$ cat src/rtl/servo_pulse_decoder.sv
// Servo PWM receiver: measures the high time of each pulse and recovers the
// position word. It also flags malformed pulses and the loss of frames.
module servo_pulse_decoder #(
    parameter int CLK_PER_NS = 40,
    parameter int N          = 8,
    parameter int TIMEOUT_MS = 25
) (
    input  logic         clk_i,
    input  logic         rstn_i,
    input  logic         en_i,
    input  logic         srv_i,
    output logic [N-1:0] position_o,
    output logic         valid_o,
    output logic         err_o,
    output logic         lost_o
);
    localparam int MS_CYC   = 1000000 / CLK_PER_NS;
    localparam int STEP_CYC = MS_CYC / (2 ** N);
    localparam int CW       = $clog2(MS_CYC + 1);
    localparam int SW       = (STEP_CYC > 0) ? $clog2(STEP_CYC + 1) : 1;

    localparam logic [CW-1:0] MS_LAST    = CW'(MS_CYC);
    localparam logic [SW-1:0] STEP_LAST  = SW'(STEP_CYC);
    localparam logic [N:0]    STEPS_LAST = (N+1)'(2 ** N - 1);
    localparam logic [7:0]    TIMEOUT    = 8'(TIMEOUT_MS);

    typedef enum logic [2:0] {
        S_IDLE      = 3'd0,
        S_WAIT_RISE = 3'd1,
        S_BASE      = 3'd2,
        S_STEP      = 3'd3,
        S_WAIT_LOW  = 3'd4
    } state_t;

    state_t        state_r, state_s;
    logic [2:0]    sync_r;
    logic [1:0]    sync_vld_r;
    logic [CW-1:0] cyc_cnt_r, cyc_cnt_s;
    logic [SW-1:0] step_cyc_r, step_cyc_s;
    logic [N:0]    steps_r, steps_s;
    logic [7:0]    ms_cnt_r, ms_cnt_s;
    logic [N-1:0]  position_r, position_s;
    logic          valid_r, valid_s;
    logic          err_r, err_s;
    logic          lost_r, lost_s;
    logic          srv_sync_s, rise_s, fall_s, wrap_s;

    assign srv_sync_s = sync_r[1];
    assign rise_s     = sync_r[1] & ~sync_r[2];
    assign fall_s     = ~sync_r[1] & sync_r[2];
    assign wrap_s     = (step_cyc_r == STEP_LAST);

    // Synchroniser, edge-detect copy, and a marker for when sync_r[1] holds a real sample.
    always_ff @(posedge clk_i or negedge rstn_i) begin
        if (!rstn_i) begin
            sync_r     <= 3'b000;
            sync_vld_r <= 2'b00;
        end else begin
            sync_r     <= {sync_r[1:0], srv_i};
            sync_vld_r <= {sync_vld_r[0], 1'b1};
        end
    end

    // State, counters and registered outputs.
    always_ff @(posedge clk_i or negedge rstn_i) begin
        if (!rstn_i) begin
            state_r    <= S_IDLE;
            cyc_cnt_r  <= CW'(0);
            step_cyc_r <= SW'(0);
            steps_r    <= (N+1)'(0);
            ms_cnt_r   <= 8'd0;
            position_r <= N'(0);
            valid_r    <= 1'b0;
            err_r      <= 1'b0;
            lost_r     <= 1'b1;
        end else begin
            state_r    <= state_s;
            cyc_cnt_r  <= cyc_cnt_s;
            step_cyc_r <= step_cyc_s;
            steps_r    <= steps_s;
            ms_cnt_r   <= ms_cnt_s;
            position_r <= position_s;
            valid_r    <= valid_s;
            err_r      <= err_s;
            lost_r     <= lost_s;
        end
    end

    // Next-state and measurement logic; the cycle counter doubles as the ms divider while idle-low.
    always_comb begin
        state_s    = state_r;
        cyc_cnt_s  = cyc_cnt_r;
        step_cyc_s = step_cyc_r;
        steps_s    = steps_r;
        ms_cnt_s   = ms_cnt_r;
        position_s = position_r;
        valid_s    = 1'b0;
        err_s      = 1'b0;
        lost_s     = lost_r;
        if (!en_i) begin
            state_s    = S_IDLE;
            cyc_cnt_s  = CW'(0);
            step_cyc_s = SW'(0);
            steps_s    = (N+1)'(0);
            ms_cnt_s   = 8'd0;
        end else begin
            case (state_r)
                S_IDLE: begin
                    if (sync_vld_r[1] && !srv_sync_s) begin
                        state_s = S_WAIT_RISE;
                    end else begin
                        state_s = S_IDLE;
                    end
                end
                S_WAIT_RISE: begin
                    if (rise_s) begin
                        state_s   = S_BASE;
                        cyc_cnt_s = CW'(0);
                        ms_cnt_s  = 8'd0;
                    end else if (cyc_cnt_r == MS_LAST) begin
                        cyc_cnt_s = CW'(0);
                        if (ms_cnt_r < TIMEOUT) begin
                            ms_cnt_s = ms_cnt_r + 8'd1;
                        end else begin
                            ms_cnt_s = ms_cnt_r;
                        end
                        if (ms_cnt_r >= TIMEOUT - 8'd1) begin
                            lost_s = 1'b1;
                        end else begin
                            lost_s = lost_r;
                        end
                    end else begin
                        cyc_cnt_s = cyc_cnt_r + CW'(1);
                    end
                end
                S_BASE: begin
                    if (fall_s) begin
                        err_s     = 1'b1;
                        state_s   = S_WAIT_RISE;
                        cyc_cnt_s = CW'(0);
                    end else if (cyc_cnt_r == MS_LAST) begin
                        state_s    = S_STEP;
                        step_cyc_s = SW'(0);
                        steps_s    = (N+1)'(0);
                    end else begin
                        cyc_cnt_s = cyc_cnt_r + CW'(1);
                    end
                end
                S_STEP: begin
                    // Completing period 2**N is an overflow even if the pulse ends on this cycle.
                    if (wrap_s && steps_r == STEPS_LAST) begin
                        err_s     = 1'b1;
                        steps_s   = steps_r + (N+1)'(1);
                        cyc_cnt_s = CW'(0);
                        state_s   = fall_s ? S_WAIT_RISE : S_WAIT_LOW;
                    end else if (fall_s) begin
                        position_s = steps_r[N-1:0];
                        valid_s    = 1'b1;
                        lost_s     = 1'b0;
                        cyc_cnt_s  = CW'(0);
                        state_s    = S_WAIT_RISE;
                    end else if (wrap_s) begin
                        step_cyc_s = SW'(0);
                        steps_s    = steps_r + (N+1)'(1);
                    end else begin
                        step_cyc_s = step_cyc_r + SW'(1);
                    end
                end
                S_WAIT_LOW: begin
                    if (fall_s) begin
                        state_s   = S_WAIT_RISE;
                        cyc_cnt_s = CW'(0);
                    end else begin
                        state_s = S_WAIT_LOW;
                    end
                end
                default: begin
                    state_s = S_IDLE;
                end
            endcase
        end
    end

    assign position_o = position_r;
    assign valid_o    = valid_r;
    assign err_o      = err_r;
    assign lost_o     = lost_r;

endmodule

$ cat config.mk
export PLATFORM = sky130hd
export DESIGN_NAME = servo_pulse_decoder
export DESIGN_NICKNAME = d
export VERILOG_FILES = /design/src/rtl/servo_pulse_decoder.sv
export SDC_FILE = /design/constraint.sdc
export NUM_CORES = 1
export LEC_CHECK = 0
export ABC_CLOCK_PERIOD_IN_PS = 2700
export CORE_AREA = 5 5 86 88
export DETAILED_ROUTE_END_ITERATION = 8
export DIE_AREA = 0 0 91 93
export PLACE_DENSITY = 0.74
export RECOVER_POWER = 25
export SLEW_MARGIN = 20
export SYNTH_ARGS = -nofsm -noshare
export SYNTH_HDL_FRONTEND = slang
export SYNTH_SLANG_ARGS = --single-unit
$ cat constraint.sdc
create_clock -name clk_i -period 2.7 [get_ports clk_i]
set_input_delay 0.27 -clock clk_i [delete_from_list [all_inputs] [get_ports clk_i]]
set_output_delay 0.27 -clock clk_i [all_outputs]
set_load 0.02 [all_outputs]
==> metrics, run 1 <==
status finished with violations; failing checks max-capacitance violations, max-slew violations; grt ovf 0; R2R depth 10; critical path endpoint category flip-flop; net count after synthesis about 340; worst hold path endpoint sync_vld_r[1]; PwrDens around 550 nW/um^2; CTS sink count 58; total CTS buffers 9; clk_skew ~11 ps; post-synthesis mux area share 3.21%; Max VDD drop ~0.40 mV; Arr. time, crit path about 2700 ps; post-route setup TNS 0 ps; unrepaired setup endpoints after global routing false; most frequent cells after synthesis dfrtp_1 (57), o21ai_0 (34), nand2_1 (27); RR Endpoint cyc_cnt_r[3]; Mapped Area roughly 3100 um^2; port bufs 14; global-route wire length before repair about 12 mm; nets around 370; Rows 30; die area about 8500 um^2; Reg2Reg Setup Slack between 150 and 200 ps; Max Transition Viols Final 36; I/O pins 15; Die W a little over 90 um; Cells after Synth 322; FF+latch count, synth 58; EDFF count, synth 0; Post-Synth Simple-Gate Area 23.3%; DRC violations left 0; clk slew on worst S/H paths 80 ps; Placer Congestion a little over 0.8; Area Growth Syn to Fin 17.2%; Post-DRT Antenna Nets 0; CTS tree built; pin count of the biggest net entering global routing 36; vias per cell about 5.8; leak pwr roughly 1.6 nW; Seq/Total Area, Yosys ~47%; Startpoint Class flip-flop; post-synth top area share a little under half; Final Cycle Share 92.7%; Initial DRC Count approximately 220; slack of the critical path a little under 200 ps; xor/xnor share of the synthesized area less than 1%; Synth cell types 60; wire per inst ~15 um; Post-DP HPWL between 4 and 5 mm; main combinational cell family by area after synthesis simple AND/OR/NAND/NOR gates; hold path start sync_vld_r[0]; largest cells by area after synthesis dfrtp_1 (46%), o21ai_0 (5.4%), ha_1 (3.6%), nand2_1 (3.2%), nand3_1 (3.0%); met3 GRT Util 3.94%; endpoints failing setup 0; ratio of cells with drive above 1 in the final layout about 14%; GR Util met2 around a quarter; GR Util All Layers ~17%; Inserted Diodes 0; min Tclk post-route ~2500 ps; most common cell in the synthesized netlist dfrtp_1; WHS around 360 ps; reg2reg start steps_r[0]; worst setup path category flip-flop to flip-flop; adder-cell area share of the yosys netlist ~3.6%; Synth area leader dfrtp_1; Worst Tran Pin Value around 1900 ps; max_cap viols 1; total iterations of the first detailed-routing run 5; dpl ws around 210 ps; Slew Limit Headroom -24.3%; hold buffers post-CTS 0; total chip power around 0.002 W; Synth Area in Compound Gates 19.5%; Critical Path Start steps_r[0]; vias in the first global route 2,515; initial antenna violation count 0; final hold violation count 0; Hold Crit Class flip-flop to flip-flop; clock buffer depth 2; final wirelength around 6.4 mm; clock latency at the later pin of the worst-skew pair about 340 ps; met1 Use GR between 20% and 30%; # H-tree levels 3; Most used DFF post-synth dfrtp_1; busiest layer in global routing met2; Max Fclk about 400 MHz; Clock Tree Root clkbuf_8; Synth Warn # 0; Avg Cell Area, Syn between 9 and 10 um^2; crit path max fanout 14; Starting Density between 40% and 50%; cell depth of the worst hold path 0; Async S/R FF share, synth 100%; Required @ worst endpoint roughly 2900 ps; final core occ 55.7%; core area around 6600 um^2; chip height between 90 and 100 um; DR vias approximately 2,500
registers in the layout, summed over array words and instances (netlist names):
name        count
valid_o         1
cyc_cnt_r      15
steps_r         9
step_cyc_r      7
state_r         3
err_o           1
lost_o          1
ms_cnt_r        8
sync_vld_r      2
sync_r          3
position_o      8
final cells by class:
| class | count | area (um^2) |
|---|---|---|
| repair buffers | 29 | 246 |
| fillers | 564 | 2910 |
| clock inverters | 7 | 101 |
| flip-flops and latches | 58 | 1450 |
| well taps | 80 | 100 |
| inverters | 17 | 63.8 |
| clock buffers | 9 | 124 |
| multi-input cells | 238 | 1570 |
worst max-delay path by stage:
stage | end | slack (ps) | depth (start not counted)
6_report | cyc_cnt_r[3] | 200 | 10
5_1_grt | cyc_cnt_r[3] | 20 | 10
4_1_cts | cyc_cnt_r[3] | 160 | 10
3_5_place_dp | cyc_cnt_r[3] | 210 | 10
3_3_place_gp | cyc_cnt_r[3] | 260 | 10
2_1_floorplan | steps_r[7] | 290 | 10
critical path: stages, from the launching register on:
cell     delay (ps)
dfrtp_1         390
ha_1            200
and3_1          210
and3_1          200
and3_1          170
ha_2            210
and3_1          210
o22ai_1          90
buf_4           190
or2_2           300
a22o_1          230
power breakdown:
part	internal [W]	total [W]	switching [W]	leakage, nW
clock network	0.000527	0.000905	0.000378	0.106
registers	0.000885	0.000914	0.0000287	0.793
logic	0.0000733	0.000187	0.000114	0.713
total	0.00149	0.00201	0.000520	1.61
layout by cell type (no fill, tap or decap), types with 2 or more instances in the layout:
master           Yosys  layout
buf_4                0      15
nand2_1             27      27
a211oi_1             6       6
o211ai_1             3       3
clkbuf_8             0       9
nand4b_1             2       2
ha_1                 9       8
nand3b_1             3       3
inv_1               17      17
or2_2                3       3
inv_6                0       2
nor3b_1              2       2
and2_1               6       6
a22o_1               6       6
clkdlybuf4s50_1      0      12
o22ai_1              2       2
mux2_2               8       8
dfrtp_1             57      57
a221oi_1             2       2
nand3_1             19      19
o21ai_0             34      34
o21a_1               2       2
o2bb2ai_1            2       2
or3_1                4       4
nor3_1               2       2
a21oi_1              5       5
a21o_1               2       2
and3_1              11      11
nand4_1              4       4
nor2_1              19      19
a211o_1              3       3
bufinv_16            0       2
clkinvlp_4           0       2
o31ai_1              7       7
nand4bb_1            2       2
nor2b_1              7       7
nand2b_1            10      10
cells by family after synthesis:
group | Yosys count
AOI/OAI and AO/OA | 87
xor gates and xnor gates | 2
adders and majority gates | 9
buffers and inverters | 26
DFF | 58
muxes | 9
other | 1
and+or+nand+nor | 130
per-layer routing:
layer	wire length, um	share of wire (%)
met1	3070	48
met2	3050	47
met3	253	3.9
met4	70	1.1
met5	0	0
repair_timing:
action	4_1_cts	5_1_grt
buffers inserted	0	1
resized for setup	0	1
endpoints found under the setup margin	0	4
stage by stage:
step | instance area, um^2 | std cells
finish | 3660 | 438
global route | 3660 | 438
CTS | 3650 | 437
detailed placement | 3430 | 421
global placement | 3430 | 421
floorplan | 3120 | 322
Note: power is estimated with default switching activity, not from simulation.
==> inputs of run 2 (changes only) <==
--- a/config.mk
+++ b/config.mk
@@ -7,6 +7,7 @@
 export LEC_CHECK = 0
 export ABC_CLOCK_PERIOD_IN_PS = 2700
 export CORE_AREA = 5 5 86 88
+export CTS_CLUSTER_DIAMETER = 200
 export DETAILED_ROUTE_END_ITERATION = 8
 export DIE_AREA = 0 0 91 93
 export PLACE_DENSITY = 0.74
==> results of run 2 <==
The final DEF is identical to that of run 1; final timing and power are the same.
